==> config.mk <==
export PLATFORM = sky130hd
export DESIGN_NAME = adder_multicycle
export DESIGN_NICKNAME = d
export VERILOG_FILES = /design/src/rtl/adder_multicycle.sv
export SDC_FILE = /design/constraint.sdc
export NUM_CORES = 1
export LEC_CHECK = 0
export CAP_MARGIN = 5
export CORE_AREA = 4 4 121 169
export CTS_CLUSTER_DIAMETER = 50
export CTS_CLUSTER_SIZE = 30
export DETAILED_ROUTE_END_ITERATION = 8
export DIE_AREA = 0 0 125 173
export PLACE_DENSITY = 0.52
export REMOVE_ABC_BUFFERS = 1
export SKIP_CTS_REPAIR_TIMING = 1
export SYNTH_ARGS = -nofsm -noshare
export SYNTH_HDL_FRONTEND = slang
export SYNTH_SLANG_ARGS = --single-unit
export TNS_END_PERCENT = 1
==> constraint.sdc <==
create_clock -name clk -period 8.6 [get_ports clk]
set_input_delay 0.86 -clock clk [delete_from_list [all_inputs] [get_ports clk]]
set_output_delay 0.86 -clock clk [all_outputs]
set_load 0.02 [all_outputs]
==> src/rtl/adder_multicycle.sv <==
// rtl/adder_multicycle.sv - Sliced multi-cycle adder/subtractor with valid/ready handshakes
module adder_multicycle #(
    parameter int N = 32,
    parameter int W = 8
) (
    input  logic         clk,
    input  logic         rst,
    input  logic         in_valid,
    output logic         in_ready,
    input  logic [N-1:0] a,
    input  logic [N-1:0] b,
    input  logic         Cin,
    input  logic         sub,
    output logic         out_valid,
    input  logic         out_ready,
    output logic [N-1:0] S,
    output logic         Cout,
    output logic         overflow
);

    // Number of slices per operation and the counter that walks them
    localparam int NS = N / W;
    localparam int IW = (NS > 1) ? $clog2(NS) : 1;
    localparam logic [IW-1:0] LAST_IDX = IW'(NS - 1);

    typedef enum logic [1:0] {
        IDLE = 2'd0,
        BUSY = 2'd1,
        DONE = 2'd2
    } state_t;

    state_t        state_q;
    logic [IW-1:0] idx_q;
    logic [N-1:0]  a_q;
    logic [N-1:0]  b_q;      // already inverted for subtraction
    logic [N-1:0]  s_q;
    logic          carry_q;  // carry chained from the previous slice
    logic          cout_q;
    logic          ovf_q;

    logic [W-1:0]  a_slice;
    logic [W-1:0]  b_slice;
    logic [W:0]    slice_sum;
    logic          carry_into_msb;

    // Add the active slice with the chained carry; the MSB carry-in is recovered from the sum bit
    always_comb begin
        a_slice        = a_q[W*idx_q +: W];
        b_slice        = b_q[W*idx_q +: W];
        slice_sum      = {1'b0, a_slice} + {1'b0, b_slice} + {{W{1'b0}}, carry_q};
        carry_into_msb = a_slice[W-1] ^ b_slice[W-1] ^ slice_sum[W-1];
    end

    // Control FSM and datapath registers: accept, walk the slices, hold the result until taken
    always_ff @(posedge clk) begin
        if (rst) begin
            state_q <= IDLE;
            idx_q   <= '0;
            a_q     <= '0;
            b_q     <= '0;
            s_q     <= '0;
            carry_q <= 1'b0;
            cout_q  <= 1'b0;
            ovf_q   <= 1'b0;
        end else begin
            case (state_q)
                IDLE: begin
                    if (in_valid) begin
                        a_q     <= a;
                        b_q     <= sub ? ~b : b;
                        carry_q <= sub ? 1'b1 : Cin;
                        idx_q   <= '0;
                        state_q <= BUSY;
                    end
                end
                BUSY: begin
                    s_q[W*idx_q +: W] <= slice_sum[W-1:0];
                    carry_q           <= slice_sum[W];
                    if (idx_q == LAST_IDX) begin
                        cout_q  <= slice_sum[W];
                        ovf_q   <= carry_into_msb ^ slice_sum[W];
                        state_q <= DONE;
                    end else begin
                        idx_q <= idx_q + 1'b1;
                    end
                end
                DONE: begin
                    if (out_ready) begin
                        state_q <= IDLE;
                    end
                end
                default: begin
                    state_q <= IDLE;
                end
            endcase
        end
    end

    assign in_ready  = (state_q == IDLE);
    assign out_valid = (state_q == DONE);
    assign S         = s_q;
    assign Cout      = cout_q;
    assign overflow  = ovf_q;

endmodule

[Word level (Yosys, flattened, before mapping)]
Index checks and enable logic that the tools add are counted.
Cells by class
  add/subtract/negate cells: 4
  equal/unequal tests: 7
  shifts and indexed selects: 4
  muxes and demuxes: 12
  bitwise logic cells: 4
  reductions and logical operators: 7
Operators with widths (number)
  32-bit by 6-bit indexed part select with 8-bit output: 2
  5-bit negator with 34-bit output: 1
  8-bit by 34-bit variable shift with 32-bit output (first input constant): 1
  8-bit by 34-bit indexed part select with 32-bit output: 1
  32-bit bitwise mux: 1
  32-bit 2-to-1 mux: 1
  32-bit inverter: 1
  2-bit 2-to-1 mux: 5
  8-bit by 8-bit adder with 9-bit output: 1
  9-bit by 1-bit adder with 9-bit output: 1
  2-bit != test (second input constant): 3
  2-bit case mux with 3 select lines: 1
  2-bit AND reduction: 3
  3-bit AND reduction: 2
  2-bit equality test (second input constant): 2
  2-bit case mux with 2 select lines: 1
  1-bit bitwise XOR: 3
  2-bit by 1-bit adder with 2-bit output (second input constant): 1
  2-bit by 1-bit equality test with 1-bit output (second input constant): 1
  2-bit logical NOT: 1
  1-bit 2-to-1 mux: 2
  2-bit by 1-bit != test with 1-bit output (second input constant): 1
  1-bit case mux with 2 select lines: 1
  2-bit nonzero test: 1
Storage, ports and cells
  register bits: 103
  input port bits: 70
  output and inout port bits: 36
  word-level logic and storage cells: 46

[Depth between registers and ports, before layout]
Gate-level depths: netlist of the first run.
  word-level depth: 5
  mapped depth: 10
  gate-level depth less buffers: 8

[Worst setup path after synthesis of the first run]
No wires, ideal clock.
  path type: flip-flop to flip-flop
  start point: register idx_q[0]
  end point: register ovf_q, in the netlist overflow
  data arrival time: 3.055 ns
  path slack: 5.454 ns
  stages on the path, launching flop included: 10
  path buffers: 1
  period minus slack after synthesis: 3.146 ns
  cells stage by stage: dfxtp_1 buf_2 mux4_2 fa_1 fa_1 a211oi_1 o211ai_1 a21oi_2 xnor2_1 a311oi_1
Between the ends
  longest elaborated chain between the ends: 5
RTL lines
  from (decl): RTL line 33  | logic [IW-1:0] idx_q;
  from (signal assigned): RTL line 84  | idx_q <= idx_q + 1'b1;
  32-bit by 6-bit indexed part select with 8-bit output, on equally long branches: RTL line 48, 49
  8-bit by 8-bit adder with 9-bit output: RTL line 50  | slice_sum = {1'b0, a_slice} + {1'b0, b_slice} + {{W{1'b0}}, carry_q};
  9-bit by 1-bit adder with 9-bit output: RTL line 50
  1-bit bitwise XOR: RTL line 51  | carry_into_msb = a_slice[W-1] ^ b_slice[W-1] ^ slice_sum[W-1];
  1-bit bitwise XOR: RTL line 81  | ovf_q <= carry_into_msb ^ slice_sum[W];
  to (signal assigned): RTL line 81
  to (decl): RTL line 39  | logic ovf_q;
Several ways; a longest one is shown, not always the timed one.
A chain may end at the register's enable or synchronous reset.

[Worst setup path in the final report of the first run]
Ends and elaborated chain as after synthesis.

==> results of run 1 <==
## per-stage QoR
stage / area (um^2) / instances / total power, uW / utilization, %
after detailed placement: 5890 / 816 / 710 / 30.9
after CTS: 6200 / 832 / 1140 / 32.5
after floorplan: 4530 / 462 / 629 / -
after global routing: 6200 / 832 / 1180 / 32.5
after global placement: 5890 / 816 / 706 / 30.9
final: 6200 / 832 / 1120 / 32.5
## how the worst min path moves through the flow
stage	start	to	slack, ns
2_1_floorplan	a_q[16]	a_q[16]	0.43
3_3_place_gp	a_q[5]	a_q[5]	0.44
3_5_place_dp	a_q[26]	a_q[26]	0.45
4_1_cts	a_q[6]	a_q[6]	0.46
5_1_grt	a_q[14]	a_q[14]	0.47
6_report	a_q[5]	a_q[5]	0.46
## synthesized netlist by cell type, drive strengths merged
cell type	n
a211oi	33
a21o	2
a21oi	41
a22oi	26
a311oi	2
a31oi	2
and2	1
and2b	1
and3b	1
buf	13
clkbuf	23
dfxtp	103
fa	2
ha	13
inv	6
mux2i	1
mux4	16
nand2	71
nand2b	4
nand3	3
nand3b	8
nand4	2
nor2	64
nor2b	1
nor3	4
nor4	1
o211ai	2
o21a	1
o21ai	4
o31ai	6
or3	1
or4	1
xnor2	34
xor2	5
## power by group
| part | total (uW) | internal, uW | switching, uW |
|---|---|---|---|
| clock network | 428 | 233 | 196 |
| logic | 178 | 85.0 | 92.6 |
| registers | 518 | 501 | 16.7 |
| total | 1120 | 819 | 305 |
## cell type report
type                            instances  area share [%]
Timing Repair Buffer                  106            16.9
Clock inverter                          7            1.39
Sequential cell                       103            33.3
Clock buffer                            9            3.63
Multi-Input combinational cell        353            39.4
Inverter                                6           0.363
Tap cell                              248            5.00
## registers in the layout, summed over array words and instances, names as in the netlist
register  cells
S            32
overflow      1
b_q          32
carry_q       1
a_q          32
state_q       2
Cout          1
idx_q         2
## kinds of logic (layout without fill, tap and decap cells)
kind of cell | after synthesis | in the layout | synth area share [%]
adder cells (fa/ha/maj) | 15 | 15 | 4.33
flip-flops | 103 | 103 | 44.0
AO/OA/AOI/OAI | 119 | 119 | 17.0
XOR/XNOR | 39 | 39 | 7.29
AND/OR/NAND/NOR | 163 | 163 | 15.7
buffers and inverters | 42 | 128 | 3.82
multiplexers | 17 | 17 | 7.91
## tightest hold or removal path: stages, from the launching register on
cell	delay, ns
sky130_fd_sc_hd__dfxtp_1	0.31
sky130_fd_sc_hd__nand2_1	0.05
sky130_fd_sc_hd__a21oi_1	0.05
## placed cells by master, fill, tap and decap left out, types with 2 or more instances in the layout
cell type                         count
sky130_fd_sc_hd__a311oi_1             2
sky130_fd_sc_hd__inv_8                2
sky130_fd_sc_hd__clkbuf_16            9
sky130_fd_sc_hd__inv_6                2
sky130_fd_sc_hd__buf_4                2
sky130_fd_sc_hd__xor2_1               5
sky130_fd_sc_hd__nand2b_1             4
sky130_fd_sc_hd__fa_1                 2
sky130_fd_sc_hd__clkdlybuf4s50_1    103
sky130_fd_sc_hd__nand2_1             68
sky130_fd_sc_hd__nor3_1               2
sky130_fd_sc_hd__xnor2_1             34
sky130_fd_sc_hd__nor3_2               2
sky130_fd_sc_hd__a31oi_1              2
sky130_fd_sc_hd__nand3b_1             8
sky130_fd_sc_hd__nand4_1              2
sky130_fd_sc_hd__o211ai_1             2
sky130_fd_sc_hd__o21ai_0              4
sky130_fd_sc_hd__a211oi_1            33
sky130_fd_sc_hd__ha_1                13
sky130_fd_sc_hd__o31ai_1              4
sky130_fd_sc_hd__nand3_1              3
sky130_fd_sc_hd__a21o_1               2
sky130_fd_sc_hd__nand2_4              2
sky130_fd_sc_hd__mux4_2              16
sky130_fd_sc_hd__o31ai_2              2
sky130_fd_sc_hd__a21oi_1             40
sky130_fd_sc_hd__a22oi_1             26
sky130_fd_sc_hd__inv_1                6
sky130_fd_sc_hd__dfxtp_1            102
sky130_fd_sc_hd__nor2_1              64
## layer usage
layer | up-vias | track usage (%)
met5 | - | 0
met4 | 0 | 3.75
met3 | 14 | 2.84
met2 | 102 | 19.9
met1 | 1778 | 12.8
li1 | 1917 | -
==> metrics.md, run 1 <==
| Metric | Value |
|---|---|
| Outcome | finished, final reports clean |
| Startpoint of the worst setup timing path | idx_q[0] |
| Fraction of layout cells with a size suffix above 1 | 8.05% |
| Post-route DRC violation count | 0 |
| Global-route wire length before repair | 19700 um |
| Max-slew violation count | 0 |
| Synth top area share | 44.0% |
| Reg2Reg Depth | 8 |
| RSZ-0062 raised after global routing | no |
| Worst reg2reg startpoint | idx_q[0] |
| Initial antenna violation count | 0 |
| Clock buffer depth | 2 |
| Area used by multi-input combinational logic | 2450 um^2 |
| Number of cells produced by synthesis | 498 |
| Diode insertion count for antenna repair | 0 |
| Post-synthesis register bit count | 103 |
| Overall fraction of global-route tracks in use | 11.1% |
| Smallest hold slack | 0.455 ns |
| Highest Clock Rate | 0.288 GHz |
| Post-route worst setup slack | 5.13 ns |
| Top layer reached by signal wires | met4 |
| Latest clock arrival within the worst-skew pair | 0.36 ns |
| Length of routed wiring on met1 | 4980 um |
| FF/Latch Area | 2060 um^2 |
| Worst Setup EP | overflow |
| Slack of the worst reg-to-reg path | 5.13 ns |
| Cell row count | 60 |
| Total wire length | 12100 um |
| Met3 routed wirelength | 601 um |
| Count of nets left with antenna violations after detail routing | 0 |
| Detail Route met2 WL | 6290 um |
| Most numerous cell on the critical path | sky130_fd_sc_hd__fa_1 |
| Maximum fanout along the worst path | 26 |
| Final HPWL DP | 9150 um |
| Core area | 19100 um^2 |
| Number of instances on the worst hold path | 2 |
| Worst-case vdd ir drop | 0.0000752 V |
| # H-tree levels | 3 |
| Number of buffers added by the clock tree synthesis step | 9 |
| Number of clock sinks seen by CTS | 103 |
| Die ar. | 21600 um^2 |
| Clock Skews | 0.0131 ns |
| Critical path depth | 8 |
| Capturing element type of the critical path | register |
| Slew of the pin with the lowest slew margin | 1.17 ns |
| Critical register-to-register path endpoint | overflow |
| Via/cell ratio | 4.58 |
| Clock tree from TritonCTS | built |
| Path type of the worst min-delay path | reg2reg |
| Height of the die | 173 um |
| Count of maximum capacitance violations | 0 |
| Overall die width | 125 um |
| Number of failing setup endpoints in the final timing report | 0 |
| Crit path cell chain | mux4_2 -> fa_1 -> fa_1 -> a211oi_1 -> o211ai_1 -> a21oi_2 -> xnor2_1 -> a311oi_1 |
| Leading post-synthesis cells by cell area | sky130_fd_sc_hd__dfxtp_1 44%, sky130_fd_sc_hd__mux4_2 7.7%, sky130_fd_sc_hd__xnor2_1 6.4% |
| Port Buf Inserts | 105 |
| Post-synth design cell area | 4680 um^2 |
| Via Count | 3811 |
| Share of the clock period used by the worst path | 40.3% |
| Max stage delay on crit path | 0.82 ns |
| Static leakage power | 0.00217 uW |
| Root Buffer | sky130_fd_sc_hd__clkbuf_16 |
| Hold Violations, Final | 0 |
| Critical path required time | 8.85 ns |
| Mean routed wirelength per cell | 14.6 um |
| Buffers & Inverters on Critical Path | 0 |
| Relative slew margins | 22.1% |
| Remaining Overflow, GRT | 0 |
| RePlAce Congestion | 0.782 |
| Clock period minus worst slack | 3.47 ns |
| Netlist cell types | 41 |
| Clock slew seen by the registers of the worst setup and hold paths | 0.07 ns |
| Nets | 664 |
| Number of fillers in the final layout | 2025 |
| Number of top-level design ports | 106 |
| Worst path slowest cell | sky130_fd_sc_hd__dfxtp_2 |
| Area growth from synthesis to layout | 32.5% |
| Synthesis Warnings | 0 |
| Startpoint-to-endpoint class of the critical path | reg2reg |
| Post-placement setup slack | 5.07 ns |
| Dominant delay contributor by cell family on the critical path | compound AO/OA/AOI/OAI gates |
| Worst path arrival time | 3.72 ns |
| Largest area contributor in the synthesized netlist | sky130_fd_sc_hd__dfxtp_1 |
| Mean post-synth cell area | 9.41 um^2 |
| Starting density of the core | 24.6% |
| Setup TNS | 0 ns |
| Maximum number of pins on one net before global-route repair | 111 |
| Crit start category | register |
| Pre-antenna DRT Iters | 4 |
| Ratio of total power to cell area | 181 nW/um^2 |
| Vias in the first global route | 3880 |
| Iter 0 DRT Violations | 190 |
| Part of the Yosys area used for sequential elements | 44.0% |
Note: power is estimated with default switching activity, not from simulation.
==> run 2, diff against run 1 <==
PLACE_DENSITY = 0.54   (was 0.52)
clock period = 3 ns   (was 8.6 ns; I/O delays follow)
==> run 2 against run 1 <==
Net effect: worst hold slack worse by 0.0018 ns; critical path type unchanged; fmax increased by 23%; highest routed layer unchanged; critical path depth stayed put; clock power grew to 2.9 times the previous value; via count rose by 1.6%; die area stayed put.
==> metrics.md, run 2 (synthesized netlist as in run 1, its figures left out) <==
| Metric | Value |
|---|---|
| Outcome | finished, final reports clean (unchanged) |
| Number of clock sinks seen by CTS | 103 (unchanged) |
| Crit path cell chain | buf_4 -> mux4_2 -> ha_1 -> nand4_1 -> a21oi_1 -> and3b_1 -> xor2_1 -> o21ai_0 (was mux4_2 -> fa_1 -> fa_1 -> a211oi_1 -> o211ai_1 -> a21oi_2 -> xnor2_1 -> a311oi_1) |
| Via Count | 3872 (was 3811) |
| Critical path depth | 8 (unchanged) |
| Height of the die | 173 um (unchanged) |
| Clock tree from TritonCTS | built (unchanged) |
| Max-slew violation count | 0 (unchanged) |
| Most common cell after layout, fill and taps aside | sky130_fd_sc_hd__clkdlybuf4s50_1 (unchanged) |
| Remaining Overflow, GRT | 0 (unchanged) |
| Vias in the first global route | 4046 (was 3880) |
| Iter 0 DRT Violations | 205 (was 190) |
| Root Buffer | sky130_fd_sc_hd__clkbuf_16 (unchanged) |
| Post-route worst setup slack | 0.178 ns (was 5.13 ns) |
| Clock Skews | 0.00514 ns (was 0.0131 ns) |
| Diode insertion count for antenna repair | 0 (unchanged) |
| Initial antenna violation count | 0 (unchanged) |
| Setup TNS | 0 ns (unchanged) |
| Startpoint-to-endpoint class of the critical path | reg2reg (unchanged) |
| Maximum fanout along the worst path | 9 (was 26) |
| RePlAce Congestion | 0.772 (was 0.782) |
| Final Core Density | 33.0% (was 32.5%) |
| Static leakage power | 0.00222 uW (was 0.00217 uW) |
| Capturing element type of the critical path | register (unchanged) |
| Clock slew seen by the registers of the worst setup and hold paths | 0.07 ns (about the same) |
| Highest Clock Rate | 0.354 GHz (was 0.288 GHz) |
| Number of buffers added by the clock tree synthesis step | 9 (unchanged) |
| Critical path required time | 3.21 ns (was 8.85 ns) |
| Cell row count | 60 (unchanged) |
| Port Buf Inserts | 105 (unchanged) |
| Total cell area at the placement stage | 5960 um^2 (was 5890 um^2) |
| Worst-case vdd ir drop | 0.000245 V (was 0.0000752 V) |
| Number of standard cells in the layout, taps in and fillers out | 840 (was 832) |
| Clock buffer depth | 2 (unchanged) |
| Crit start category | register (unchanged) |
| Cell count after placement | 823 (was 816) |
| Number of instances on the worst hold path | 2 (unchanged) |
| Overall fraction of global-route tracks in use | 11.4% (was 11.1%) |
| Max stage delay on crit path | 0.55 ns (was 0.82 ns) |
| Total wire length | 12500 um (was 12100 um) |
| Number of failing setup endpoints in the final timing report | 0 (unchanged) |
| Number of top-level design ports | 106 (unchanged) |
| Dominant delay contributor by cell family on the critical path | multiplexers (was compound AO/OA/AOI/OAI gates) |
| Slew of the pin with the lowest slew margin | 0.929 ns (was 1.17 ns) |
| Path type of the worst min-delay path | reg2reg (unchanged) |
| Mean routed wirelength per cell | 14.8 um (was 14.6 um) |
| Latest clock arrival within the worst-skew pair | 0.34 ns (was 0.36 ns) |
| Final HPWL DP | 9660 um (was 9150 um) |
| Maximum number of pins on one net before global-route repair | 88 (was 111) |
| Count of maximum capacitance violations | 0 (unchanged) |
| Relative slew margins | 38.1% (was 22.1%) |
| Post-placement setup slack | 0.131 ns (was 5.07 ns) |
| Worst path slowest cell | sky130_fd_sc_hd__mux4_2 (was sky130_fd_sc_hd__dfxtp_2) |
| Reg2Reg Depth | 8 (unchanged) |
| Via/cell ratio | 4.61 (was 4.58) |
| Clock period minus worst slack | 2.82 ns (was 3.47 ns) |
| Ratio of total power to cell area | 520 nW/um^2 (was 181 nW/um^2) |
| Worst path arrival time | 3.04 ns (was 3.72 ns) |
| Nets | 672 (was 664) |
| Fraction of layout cells with a size suffix above 1 | 9.46% (was 8.05%) |
| Count of nets left with antenna violations after detail routing | 0 (unchanged) |
| Post-route DRC violation count | 0 (unchanged) |
| Core area | 19100 um^2 (unchanged) |
| Commonest cells after routing, fill and taps aside | 103 x sky130_fd_sc_hd__clkdlybuf4s50_1, 102 x sky130_fd_sc_hd__dfxtp_1, 68 x sky130_fd_sc_hd__nand2_1 (unchanged) |
| Global-route wire length before repair | 20100 um (was 19700 um) |
| # H-tree levels | 3 (unchanged) |
| Starting density of the core | 24.6% (unchanged) |
| Die ar. | 21600 um^2 (unchanged) |
| Layout Cell Area excl Fill | 6300 um^2 (was 6200 um^2) |
| Area growth from synthesis to layout | 34.4% (was 32.5%) |
| Buffers & Inverters on Critical Path | 1 (was 0) |
| Hold Violations, Final | 0 (unchanged) |
| Pre-antenna DRT Iters | 4 (unchanged) |
| RSZ-0062 raised after global routing | no (unchanged) |
| Overall die width | 125 um (unchanged) |
| Share of the clock period used by the worst path | 94.1% (was 40.3%) |
[run 2: changes by cell type in the layout (fill, tap and decap cells not counted), sizes merged]
cell | before | now
inv | 10 | 6
clkbuf | 9 | 11
bufinv | 1 | 2
buf | 3 | 11
clkinv | 1 | 2
[run 2: metrics by stage]
step           total power [uW]  hold slack, ns
3_5_place_dp               2050           0.447
6_report                   3280           0.453
2_1_floorplan              1800           0.369
4_1_cts                    3320           0.456
3_3_place_gp               2040           0.441
5_1_grt                    3420           0.477
[run 2: power breakdown]
part           total (uW)  switching [uW]  leakage, uW  internal (uW)
sequential           1480            38.9     0.000843           1440
combinational         539             282      0.00122            258
clock                1260             506     0.000156            754
total                3280             827      0.00222           2450
[run 2: path summary, 6_finish.rpt]
check / slack, ns / startpoint / end
worst max-delay path: 0.18 / idx_q[1] / S[15]
worst min-delay path: 0.45 / a_q[22] / a_q[22]
worst max register to register: 0.18 / idx_q[1] / S[15]
worst min register to register: 0.45 / a_q[22] / a_q[22]
[run 2: area by class of cell]
cell class / count / area [um^2]
Timing Repair Buffer: 114 / 1120
Inverter: 6 / 22.5
Fill cell: 2044 / 12800
Multi-Input combinational cell: 353 / 2450
Clock inverter: 5 / 81.3
Sequential cell: 103 / 2060
Clock buffer: 11 / 243
Tap cell: 248 / 310
[run 2: layer usage]
layer | track usage (%) | wire length [um] | part of all wire [%]
met4 | 4.61 | 307 | 2.5
met2 | 20.9 | 6550 | 53
met3 | 2.32 | 475 | 3.8
met1 | 12.8 | 5120 | 41
met5 | 0 | 0 | 0
[run 2: worst register-to-register path, cell delays in order (launching register included)]
cell and delay (ns):
sky130_fd_sc_hd__dfxtp_1 0.45, sky130_fd_sc_hd__buf_4 0.26, sky130_fd_sc_hd__mux4_2 0.56, sky130_fd_sc_hd__ha_1 0.40
sky130_fd_sc_hd__nand4_1 0.13, sky130_fd_sc_hd__a21oi_1 0.16, sky130_fd_sc_hd__and3b_1 0.23, sky130_fd_sc_hd__xor2_1 0.36
sky130_fd_sc_hd__o21ai_0 0.15
==> run 3, diff against run 2 <==
PLACE_DENSITY = 0.51   (was 0.54)
clock period = 2.9 ns   (was 3 ns; I/O delays follow)
==> run 3 against run 2 <==
Net effect: sequential cell count unchanged; worst setup slack better by 0.033 ns; clock skew up 0.0060 ns; combinational power up 6.9%; final area up 0.20%; worst hold slack better by 0.0022 ns; final cell count up 0.48%; first-iteration DRC count down 8.3%; non-clock buffer count up 4; utilization up 0.066 points; global-route usage up 0.093 points.
==> metrics.md, run 3 (synthesized netlist as in run 1, its figures left out) <==
| Metric | Value |
|---|---|
| Overall fraction of global-route tracks in use | 11.5% (was 11.4%) |
| Slew of the pin with the lowest slew margin | 0.939 ns (was 0.929 ns) |
| Sw Share | 27.0% (was 25.2%) |
| Initial antenna violation count | 0 (unchanged) |
| Clock tree from TritonCTS | built (unchanged) |
| Commonest cells after routing, fill and taps aside | 103 x sky130_fd_sc_hd__clkdlybuf4s50_1, 102 x sky130_fd_sc_hd__dfxtp_1, 68 x sky130_fd_sc_hd__nand2_1 (unchanged) |
| Core area | 19100 um^2 (unchanged) |
| RePlAce Congestion | 0.777 (was 0.772) |
| Nets | 676 (was 672) |
| Sequential share of power | 47.0% (was 45.1%) |
| Ratio of total power to cell area | 515 nW/um^2 (was 520 nW/um^2) |
| Hold wc startpoint | a_q[23] (was a_q[22]) |
| Buffers & Inverters on Critical Path | 0 (was 1) |
| Remaining Overflow, GRT | 0 (unchanged) |
| Outcome | finished, final reports clean (unchanged) |
| Internal Dissipation | 2370 uW (was 2450 uW) |
| Clock buffer depth | 2 (unchanged) |
| Starting density of the core | 24.6% (unchanged) |
| Clock network power share | 35.3% (was 38.5%) |
| Diode insertion count for antenna repair | 0 (unchanged) |
| Total wire length | 12300 um (was 12500 um) |
| Relative slew margins | 37.4% (was 38.1%) |
| Static leakage power | 0.00224 uW (was 0.00222 uW) |
| Hold Violations, Final | 0 (unchanged) |
| Fraction of layout cells with a size suffix above 1 | 10.9% (was 9.46%) |
| Clock slew seen by the registers of the worst setup and hold paths | 0.07 ns (about the same) |
| Pre-antenna DRT Iters | 5 (was 4) |
| Net switching power | 876 uW (was 827 uW) |
| Iter 0 DRT Violations | 188 (was 205) |
| Vias in the first global route | 4080 (was 4046) |
| Number of top-level design ports | 106 (unchanged) |
| Worst path arrival time | 2.94 ns (was 3.04 ns) |
| Area growth from synthesis to layout | 34.7% (was 34.4%) |
| RSZ-0062 raised after global routing | no (unchanged) |
| Most common cell after layout, fill and taps aside | sky130_fd_sc_hd__clkdlybuf4s50_1 (unchanged) |
| Via/cell ratio | 4.55 (was 4.61) |
| Root Buffer | sky130_fd_sc_hd__clkbuf_16 (unchanged) |
| Count of nets left with antenna violations after detail routing | 0 (unchanged) |
| Port Buf Inserts | 105 (unchanged) |
| Global-route wire length before repair | 20400 um (was 20100 um) |
| Critical path depth | 8 (unchanged) |
| Hold path endpoint | a_q[23] (was a_q[22]) |
| Count of maximum capacitance violations | 0 (unchanged) |
| Slack of the worst reg-to-reg path | 0.21 ns (was 0.18 ns) |
| Path type of the worst min-delay path | reg2reg (unchanged) |
| Critical register-to-register path endpoint | overflow (was S[15]) |
| Clock period minus worst slack | 2.69 ns (was 2.82 ns) |
| Max stage delay on crit path | 0.52 ns (was 0.55 ns) |
| Cell row count | 60 (unchanged) |
| Height of the die | 173 um (unchanged) |
| Capturing element type of the critical path | register (unchanged) |
| Post-route DRC violation count | 0 (unchanged) |
| Number of instances on the worst hold path | 2 (unchanged) |
| Critical path required time | 3.15 ns (was 3.21 ns) |
| Number of buffers added by the clock tree synthesis step | 9 (unchanged) |
| Clock Skews | 0.0111 ns (was 0.00514 ns) |
| Worst reg2reg startpoint | idx_q[0] (was idx_q[1]) |
| Power share of the combinational group | 17.7% (was 16.5%) |
| Reg2Reg Depth | 8 (unchanged) |
| Maximum fanout along the worst path | 4 (was 9) |
| Latest clock arrival within the worst-skew pair | 0.35 ns (was 0.34 ns) |
| Crit path cell chain | mux4_2 -> fa_2 -> fa_1 -> a211oi_2 -> o211ai_1 -> a21oi_2 -> xnor2_1 -> a311oi_1 (was buf_4 -> mux4_2 -> ha_1 -> nand4_1 -> a21oi_1 -> and3b_1 -> xor2_1 -> o21ai_0) |
| Startpoint-to-endpoint class of the critical path | reg2reg (unchanged) |
| Via Count | 3840 (was 3872) |
| Mean routed wirelength per cell | 14.6 um (was 14.8 um) |
| Number of clock sinks seen by CTS | 103 (unchanged) |
| Smallest hold slack | 0.455 ns (was 0.453 ns) |
| Die ar. | 21600 um^2 (unchanged) |
| Max-slew violation count | 0 (unchanged) |
| Highest Clock Rate | 0.372 GHz (was 0.354 GHz) |
| Crit start category | register (unchanged) |
| Worst path slowest cell | sky130_fd_sc_hd__mux4_2 (unchanged) |
| Number of failing setup endpoints in the final timing report | 0 (unchanged) |
| Final Core Density | 33.1% (was 33.0%) |
| Maximum number of pins on one net before global-route repair | 88 (unchanged) |
| Dominant delay contributor by cell family on the critical path | compound AO/OA/AOI/OAI gates (was multiplexers) |
| # H-tree levels | 3 (unchanged) |
| Worst-case vdd ir drop | 0.000213 V (was 0.000245 V) |
| Final HPWL DP | 9540 um (was 9660 um) |
| Overall die width | 125 um (unchanged) |
| Share of the clock period used by the worst path | 92.7% (was 94.1%) |
| Total power consumption of the routed design | 3250 uW (was 3280 uW) |
[run 3: cell count changes in the layout (fill, tap and decap cells not counted), sizes merged]
cell	before	now
inv	6	9
bufinv	2	0
buf	11	15
clkinv	2	3
clkbuf	11	10
clkinvlp	1	0
[run 3: worst reg2reg max path, stage by stage (launching register included)]
cell	delay (ns)
sky130_fd_sc_hd__dfxtp_2	0.37
sky130_fd_sc_hd__mux4_2	0.52
sky130_fd_sc_hd__fa_2	0.39
sky130_fd_sc_hd__fa_1	0.41
sky130_fd_sc_hd__a211oi_2	0.23
sky130_fd_sc_hd__o211ai_1	0.14
sky130_fd_sc_hd__a21oi_2	0.20
sky130_fd_sc_hd__xnor2_1	0.08
sky130_fd_sc_hd__a311oi_1	0.24
[run 3: power groups by stage]
stage / logic (uW) / registers (uW) / clock network [uW]
floorplan: 300 / 1560 / 0
global placement: 561 / 1560 / 0
detailed placement: 572 / 1560 / 0
CTS: 574 / 1530 / 1180
global route: 635 / 1530 / 1240
finish: 576 / 1530 / 1150
[run 3: metal layers]
layer,share of wire [%],GRT usage [%]
met5,0,0
met4,2.3,4.20
met3,4.4,2.47
met1,43,13.7
met2,51,20.3
[run 3: layout make-up]
type                       instances  area, um^2
tap                              248         310
sequential                       103        2060
multi-input combinational        353        2480
fill                            2018       12800
timing repair buffer             118        1150
clock buffer                      10         239
clock inverter                     6        41.3
inverter                           6        22.5
[run 3: how the worst max path moves through the flow]
stage | from | to
final | idx_q[0] | overflow
after global routing | idx_q[0] | S[22]
after CTS | idx_q[0] | S[22]
after detailed placement | idx_q[0] | S[22]
after global placement | idx_q[0] | overflow
after floorplan | idx_q[0] | overflow
[run 3: metrics by stage]
stage               instance area (um^2)  TNS (ns)  setup WS (ns)  cells
global route                        6310         0         0.0117    844
finish                              6310         0          0.211    844
CTS                                 6270   -0.0182        -0.0103    844
floorplan                           4530     -5.33         -0.532    462
detailed placement                  5990         0         0.0129    828
global placement                    5990         0         0.0469    828
